<file path="config.mk">
export PLATFORM = sky130hd
export DESIGN_NAME = serial_field_unpacker
export DESIGN_NICKNAME = d
export VERILOG_FILES = /design/src/rtl/serial_link_pkg.sv /design/src/rtl/field_decode.sv /design/src/rtl/serial_field_unpacker.sv
export SDC_FILE = /design/constraint.sdc
export NUM_CORES = 1
export LEC_CHECK = 0
export ABC_CLOCK_PERIOD_IN_PS = 3800
export CAP_MARGIN = 20
export CORE_MARGIN = 1
export CORE_UTILIZATION = 45
export DETAILED_ROUTE_END_ITERATION = 10
export PLACE_DENSITY = 0.69
export SYNTH_ARGS = -nofsm -noshare
export SYNTH_HDL_FRONTEND = slang
export SYNTH_SLANG_ARGS = --single-unit
</file>
<file path="constraint.sdc">
create_clock -name clk_i -period 3.8 [get_ports clk_i]
set_clock_uncertainty 0.15 [all_clocks]
set_input_delay 1.14 -clock clk_i [delete_from_list [all_inputs] [get_ports clk_i]]
set_output_delay 1.14 -clock clk_i [all_outputs]
set_load 0.01 [all_outputs]
</file>
<file path="src/rtl/serial_link_pkg.sv">
// Shared definitions for the serialised status link: field offsets, decoded field struct
// and the receive FSM states.
package serial_link_pkg;

  localparam int unsigned LSB_POS = 0;
  localparam int unsigned SEL_LO  = 1;
  localparam int unsigned SEL_W   = 3;
  localparam int unsigned TAG_POS = 4;
  localparam int unsigned PAD_LO  = 5;

  typedef struct packed {
    logic             lsb;
    logic [SEL_W-1:0] sel;
    logic             tag;
    logic             pad_err;
  } fields_t;

  typedef enum logic [0:0] {IDLE, SHIFT} state_e;

endpackage

</file>
<file path="src/rtl/field_decode.sv">
// Splits a packed status word into its fields; pad_err flags any non-zero pad bit.
module field_decode
  import serial_link_pkg::*;
#(
  parameter int unsigned WordWidth = 11
) (
  input  logic [WordWidth-1:0] word_i,
  output fields_t              fields_o
);

  logic pad_err;

  // A 5-bit word carries no pad bits at all.
  if (WordWidth > PAD_LO) begin : g_pad
    assign pad_err = |word_i[WordWidth-1:PAD_LO];
  end else begin : g_no_pad
    assign pad_err = 1'b0;
  end

  assign fields_o.lsb     = word_i[LSB_POS];
  assign fields_o.sel     = word_i[SEL_LO +: SEL_W];
  assign fields_o.tag     = word_i[TAG_POS];
  assign fields_o.pad_err = pad_err;

endmodule

</file>
<file path="src/rtl/serial_field_unpacker.sv">
// Deserialises LSB-first status frames and presents the decoded fields on a valid/ready port
// backed by a one-entry holding register; frames completing into a full holder are dropped.
module serial_field_unpacker
  import serial_link_pkg::*;
#(
  parameter int unsigned WORD_WIDTH = 11
) (
  input  logic       clk_i,
  input  logic       rst_ni,
  input  logic       in_valid_i,
  input  logic       in_start_i,
  input  logic       in_bit_i,
  output logic       out_valid_o,
  input  logic       out_ready_i,
  output logic       out_lsb_o,
  output logic [2:0] out_sel_o,
  output logic       out_tag_o,
  output logic       out_pad_err_o,
  output logic       out_resync_o,
  output logic [7:0] out_drop_cnt_o
);

  localparam int unsigned CntW = $clog2(WORD_WIDTH);

  state_e                state_q, state_d;
  logic [CntW-1:0]       cnt_q, cnt_d;
  logic [WORD_WIDTH-1:0] shift_q, shift_d;
  fields_t               hold_q, hold_d;
  logic                  valid_q, valid_d;
  logic                  resync_q, resync_d;
  logic [7:0]            drop_q, drop_d;
  logic                  complete;
  fields_t               frame_fields;

  // Decode the word including the bit arriving this cycle so completion loads it directly.
  field_decode #(
    .WordWidth(WORD_WIDTH)
  ) u_field_decode (
    .word_i  (shift_d),
    .fields_o(frame_fields)
  );

  always_comb begin
    state_d  = state_q;
    cnt_d    = cnt_q;
    shift_d  = shift_q;
    resync_d = 1'b0;
    complete = 1'b0;
    unique case (state_q)
      IDLE: begin
        if (in_valid_i && in_start_i) begin
          shift_d    = '0;
          shift_d[0] = in_bit_i;
          cnt_d      = CntW'(1);
          state_d    = SHIFT;
        end
      end
      SHIFT: begin
        if (in_valid_i) begin
          if (in_start_i) begin
            shift_d    = '0;
            shift_d[0] = in_bit_i;
            cnt_d      = CntW'(1);
            resync_d   = 1'b1;
          end else begin
            shift_d[cnt_q] = in_bit_i;
            if (cnt_q == CntW'(WORD_WIDTH - 1)) begin
              complete = 1'b1;
              cnt_d    = '0;
              state_d  = IDLE;
            end else begin
              cnt_d = cnt_q + CntW'(1);
            end
          end
        end
      end
      default: state_d = IDLE;
    endcase
  end

  always_comb begin
    hold_d  = hold_q;
    valid_d = valid_q;
    drop_d  = drop_q;
    if (complete && (!valid_q || out_ready_i)) begin
      hold_d  = frame_fields;
      valid_d = 1'b1;
    end else begin
      if (valid_q && out_ready_i) begin
        valid_d = 1'b0;
      end
      if (complete && drop_q != 8'hFF) begin
        drop_d = drop_q + 8'd1;
      end
    end
  end

  always_ff @(posedge clk_i or negedge rst_ni) begin
    if (!rst_ni) begin
      state_q  <= IDLE;
      cnt_q    <= '0;
      shift_q  <= '0;
      hold_q   <= '0;
      valid_q  <= 1'b0;
      resync_q <= 1'b0;
      drop_q   <= '0;
    end else begin
      state_q  <= state_d;
      cnt_q    <= cnt_d;
      shift_q  <= shift_d;
      hold_q   <= hold_d;
      valid_q  <= valid_d;
      resync_q <= resync_d;
      drop_q   <= drop_d;
    end
  end

  assign out_valid_o    = valid_q;
  assign out_lsb_o      = hold_q.lsb;
  assign out_sel_o      = hold_q.sel;
  assign out_tag_o      = hold_q.tag;
  assign out_pad_err_o  = hold_q.pad_err;
  assign out_resync_o   = resync_q;
  assign out_drop_cnt_o = drop_q;

endmodule

</file>
# [After elaboration in Yosys (flattened, before gate mapping)]
# Index checks and enable logic that the tools add are counted.
[totals] output_inout_bits=16 word_cells=57 regBits=32 inputBits=6
[op_classes] n_addsub=2 bitwise=2 n_lt_le_gt_ge=2 eq_ne=4 n_reduce_logical=11 n_mux=26
[ops] operator="$mux 11" count=3
[ops] operator="$pmux 11 s2" count=1
[ops] operator="$mux 4" count=4
[ops] operator="$mux 1" count=14
[ops] operator="$bwmux 11" count=1
[ops] operator="$add 8x1->8 const B" count=1
[ops] operator="$ne 8x8->1 const B" count=1
[ops] operator="$pmux 4 s2" count=1
[ops] operator="$reduce_or 6->1" count=1
[ops] operator="$logic_and 1x1->1" count=5
[ops] operator="$lt 4x5->1 const B" count=1
[ops] operator="$add 4x1->4 const B" count=1
[ops] operator="$demux 1 s4" count=1
[ops] operator="$eq 4x4->1 const B" count=1
[ops] operator="$ge 4x1->1 const B" count=1
[ops] operator="$ne 2x2->1 const B" count=2
[ops] operator="$reduce_and 2->1" count=2
[ops] operator="$not 1->1" count=2
[ops] operator="$pmux 1 s2" count=1
[ops] operator="$reduce_bool 2->1" count=1
[ops] operator="$logic_not 1->1" count=1
[ops] operator="$logic_or 1x1->1" count=1

# [Longest topological paths before layout]
[depth] ltp_word=9 depth_mapped=7

# [By module]
# Synthesis repeated with hierarchy kept, for this count alone.
[hier_totals] cells_unflattened=153 hier_area_um2=1591.5
[by_module_without_submodules] module="serial_field_unpacker" instances=1 cells_per_inst=144 seq_area_each_um2=800.8 area_per_inst_um2=1532.7
[by_module_without_submodules] module="field_decode" instances=1 cells_per_inst=9 seq_area_each_um2=0.0 area_per_inst_um2=58.8

# [Worst setup path before layout]
# Ideal clock, no wire load.
[synth_timing] path_type="input to register" from="in in_valid_i" to="reg hold_q, in the netlist out_pad_err_o" path_stages=6 n_path_buf=2 arrival_time_ps=2184 required_ps=3517 slack_ps=1332 cell_sequence="clkbuf_1 > inv_1 > clkbuf_1 > a211o_1 > nor4_1 > a31oi_1"
[synth_via] elab_chain_cells=4 elab_cells_between_ends=8 classes_between="mux: 5; reduce/logical: 3"
[synth_lines] item="start, declared" line="serial_field_unpacker.sv:10" text="input logic in_valid_i,"
[synth_lines] item="$logic_and 1x1->1" line="serial_field_unpacker.sv:51" text="if (in_valid_i && in_start_i) begin"
[synth_lines] item="$mux 11" line="serial_field_unpacker.sv:51"
[synth_lines] item="$pmux 11 s2 *" line="serial_field_unpacker.sv:49" text="unique case (state_q)"
[synth_lines] item="net shift_d[5]" line="serial_field_unpacker.sv:27" text="logic [WORD_WIDTH-1:0] shift_q, shift_d;"
[synth_lines] item="$reduce_or 6->1 *" line="field_decode.sv:15" text="assign pad_err = |word_i[WordWidth-1:PAD_LO];"
[synth_lines] item="end signal, assigned" line="serial_field_unpacker.sv:111" text="hold_q <= hold_d;"
[synth_lines] item="end, declared" line="serial_field_unpacker.sv:28" text="fields_t hold_q, hold_d;"
# The timed path passes the listed nets; every way through them passes the cells marked *.
# A chain may end at the register's enable or synchronous reset.

# [Worst setup path after layout]
[layout_timing] from="in in_valid_i" to="reg drop_q[1], in the netlist out_drop_cnt_o[1]"
[layout_via] elab_chain_cells=5 elab_cells_between_ends=6 classes_between="mux: 2; bitwise: 1; reduce/logical: 3"
[layout_lines] item="$mux 1 *" line="serial_field_unpacker.sv:59" text="if (in_valid_i) begin"
[layout_lines] item="$mux 1 *" line="serial_field_unpacker.sv:49"
[layout_lines] item="$logic_and 1x1->1" line="serial_field_unpacker.sv:85" text="if (complete && (!valid_q || out_ready_i)) begin"
[layout_lines] item="$not 1->1 (no line)"
[layout_lines] item="$reduce_and 2->1 (no line) *"
[layout_lines] item="end signal, assigned" line="serial_field_unpacker.sv:114" text="drop_q <= drop_d;"
[layout_lines] item="end, declared" line="serial_field_unpacker.sv:31" text="logic [7:0] drop_q, drop_d;"
# Mark *: on every way between the ends. The rest lies on a longest branch, timed or not.

==> impl_metrics.yaml <==
run_status:
  status: "finished, final reports clean"
clocking:
  hold_buffers: 0
  clock_latency_ns: 0.33
  root_buffer: "clkbuf_4"
  cts_tree: "done"
  post_cts_resized: 0
  clk_path_buf_depth: 2
  clock-sinks: 32
  h-tree-depth: 2
  cts_setup_buffers: 0
  cts_buffers: 5
  cts.clk_slew.worst_paths_ns: 0.10
logic_synthesis:
  synthMuxAreaShare: 0.0725
  synth_edf_count: 0
  synthSimpleGateAreaFrac: 0.205
  synth_area_um2: 1640
  synth.yosys.warnings: 0
  synthAdderAreaFrac: 0.00763
  synth_compound_area_frac: 0.143
  synth_top_area_frac: 0.489
  ys_types: 43
  synth_top_cell_by_area: "dfrtp_1"
  ys.flop_type: "dfrtp_1"
  ys_seq_area_frac: 0.489
  synthCells: 153
  synth-async-reset-ratio: 1.00
  avgSynthCellArea_um2: 10.7
  synth_area_leaders: "dfrtp_1 (49%), mux2_2 (4.8%), xnor2_1 (3.2%), o2bb2ai_1 (2.7%), mux2i_1 (2.4%)"
  syn_nets: 160
  synth-seq-cells: 32
  synth_top_family_by_area: "simple AND/OR/NAND/NOR gates"
  synth_xor_area_frac: 0.0374
worst_setup_path:
  crit_type: "in2reg"
  cp-end-kind: "flip-flop"
  crit_fanout: 8
  cp-start-kind: "input port"
  crit_required_ns: 3.87
  cp.arrival_ns: 2.97
route:
  drtAntennaViolNets: 0
  top_layer_used: "met3"
  route.detailed.drc: 0
  avgRoutedWirePerCell_um: 15.4
  drt-total-wl_um: 3410
  routed-wl-met3_um: 144
  vias: 1233
  via_per_inst: 5.58
  drtPass1Iterations: 4
  wl_met2_um: 1600
  routedLengthMet1_um: 1670
  first_iter_violations: 99
pwr:
  ir_worst_vdd_mv: 0.275
  p_per_area_nw_per_um2: 461
  leakage_nw: 0.874
layout:
  synthToLayoutAreaGrowth_pct: 19.6
  final_cells: 221
  final_util: 0.574
  multi_input_area_um2: 763
  drive_above_1_share: 0.131
  fillers: 308
  nets: 181
  ff_latch_area_um2: 801
  final_common_cell: "dfrtp_1"
  antenna_cells: 0
  layout_common_cells: "dfrtp_1 (32), clkdlybuf4s50_1 (21), nand2_1 (10)"
floorplanning:
  die_x_um: 62.4
  die_area_um2: 3890
  io_pins: 22
  fp.coreArea_um2: 3420
  initial_core_util: 0.480
  num_rows: 21
  die_h_um: 62.4
sta:
  max_freq_mhz: 345
  timing_hold_violations_final: 0
  tns_ns: 0
  holdWs_ns: 0.353
  slew_viol_final: 0
  finalSetupViolations: 0
  min_period_ns: 2.90
  maxSlewHeadroom: 0.644
  rsz0062_at_grt: "no"
  worst_pin_slew_ns: 0.534
  fin_crit_sh: 0.762
worst_hold_path:
  hp-class: "reg2reg"
grt:
  antenna_found_initial: 0
  gr-total-overflow: 0
  grt.total_usage: 0.193
  grt_pass1_wl_um: 5750
  grt_max_degree: 33
  grt_pass1_vias: 1165
placement:
  portBuffers: 21
  globalplace.congestion: 0.839
  hpwlAfterDp_um: 2360
  numPlacedInstances: 213
job:
  cap_violations: 0
## final timing paths
path,to,slack [ns],startpoint,cells after the start
max,out_drop_cnt_o[1],0.90,in_valid_i,5
max in group asynchronous,cnt_q[1],2.17,rst_ni,2
min reg2reg,shift_q[0],0.35,shift_q[0],1
min in group asynchronous,shift_q[8],1.04,rst_ni,2
min,shift_q[0],0.35,shift_q[0],1
max reg2reg,out_drop_cnt_o[1],1.52,cnt_q[0],4
## critical path, stage by stage
cell             delay, ns
clkdlybuf4s50_1       0.61
buf_4                 0.21
nand4_4               0.12
a311oi_4              0.49
mux2_2                0.39
## synth_stat cells (2+ instances only)
cell type,number
o211ai_1,2
nand3_1,7
a22oi_1,2
a21oi_1,4
inv_1,6
nor2_1,5
o2bb2ai_1,5
and3b_1,2
and3_1,4
mux2i_1,4
nand2_1,10
xnor2_1,6
a211o_1,2
nand2b_1,3
buf_2,3
dfrtp_1,32
and4bb_2,2
nor2b_1,5
nor3b_1,2
o22ai_1,2
nor3_1,2
mux2_2,7
and2_1,2
clkbuf_1,6
o21ai_0,5
nand4_1,6
## metal layers
metal | up-vias | track usage
li1 | 598 | -
met1 | 608 | 0.273
met5 | - | 0
met4 | 0 | 0.0523
met3 | 0 | 0.0570
met2 | 27 | 0.288
## registers in the layout (all words and copies together) (netlist names)
register and cells:
out_resync_o 1, out_valid_o 1, state_q 1, cnt_q 4, out_sel_o 3, out_tag_o 1
shift_q 11, out_pad_err_o 1, out_drop_cnt_o 8, out_lsb_o 1
## cell type report
type / count / area share
sequential: 32 / 0.408
tap: 46 / 0.0294
multi-input combinational: 104 / 0.389
inverter: 7 / 0.0134
clock buffer: 5 / 0.0191
clock inverter: 3 / 0.0217
timing repair buffer: 24 / 0.119
## report_power, final
group | internal [mW] | total, mW | switching (mW)
Sequential | 0.394 | 0.448 | 0.0531
Clock | 0.137 | 0.257 | 0.120
Combinational | 0.0983 | 0.199 | 0.101
Total | 0.630 | 0.904 | 0.274
## stage by stage
step	power [mW]	setup slack [ns]	area [µm²]
floorplan	0.593	1.33	1640
global route	0.961	0.828	1960
finish	0.904	0.904	1960
CTS	0.913	0.934	1960
global placement	0.646	0.628	1880
detailed placement	0.651	0.563	1880
## cells by family after synthesis
family          count (synthesis)
compound gates                 30
xor+xnor                        7
fa+ha+maj                       1
buf+inv                        17
flops                          32
mux                            11
simple gates                   55
Note: power is estimated with default switching activity, not from simulation.
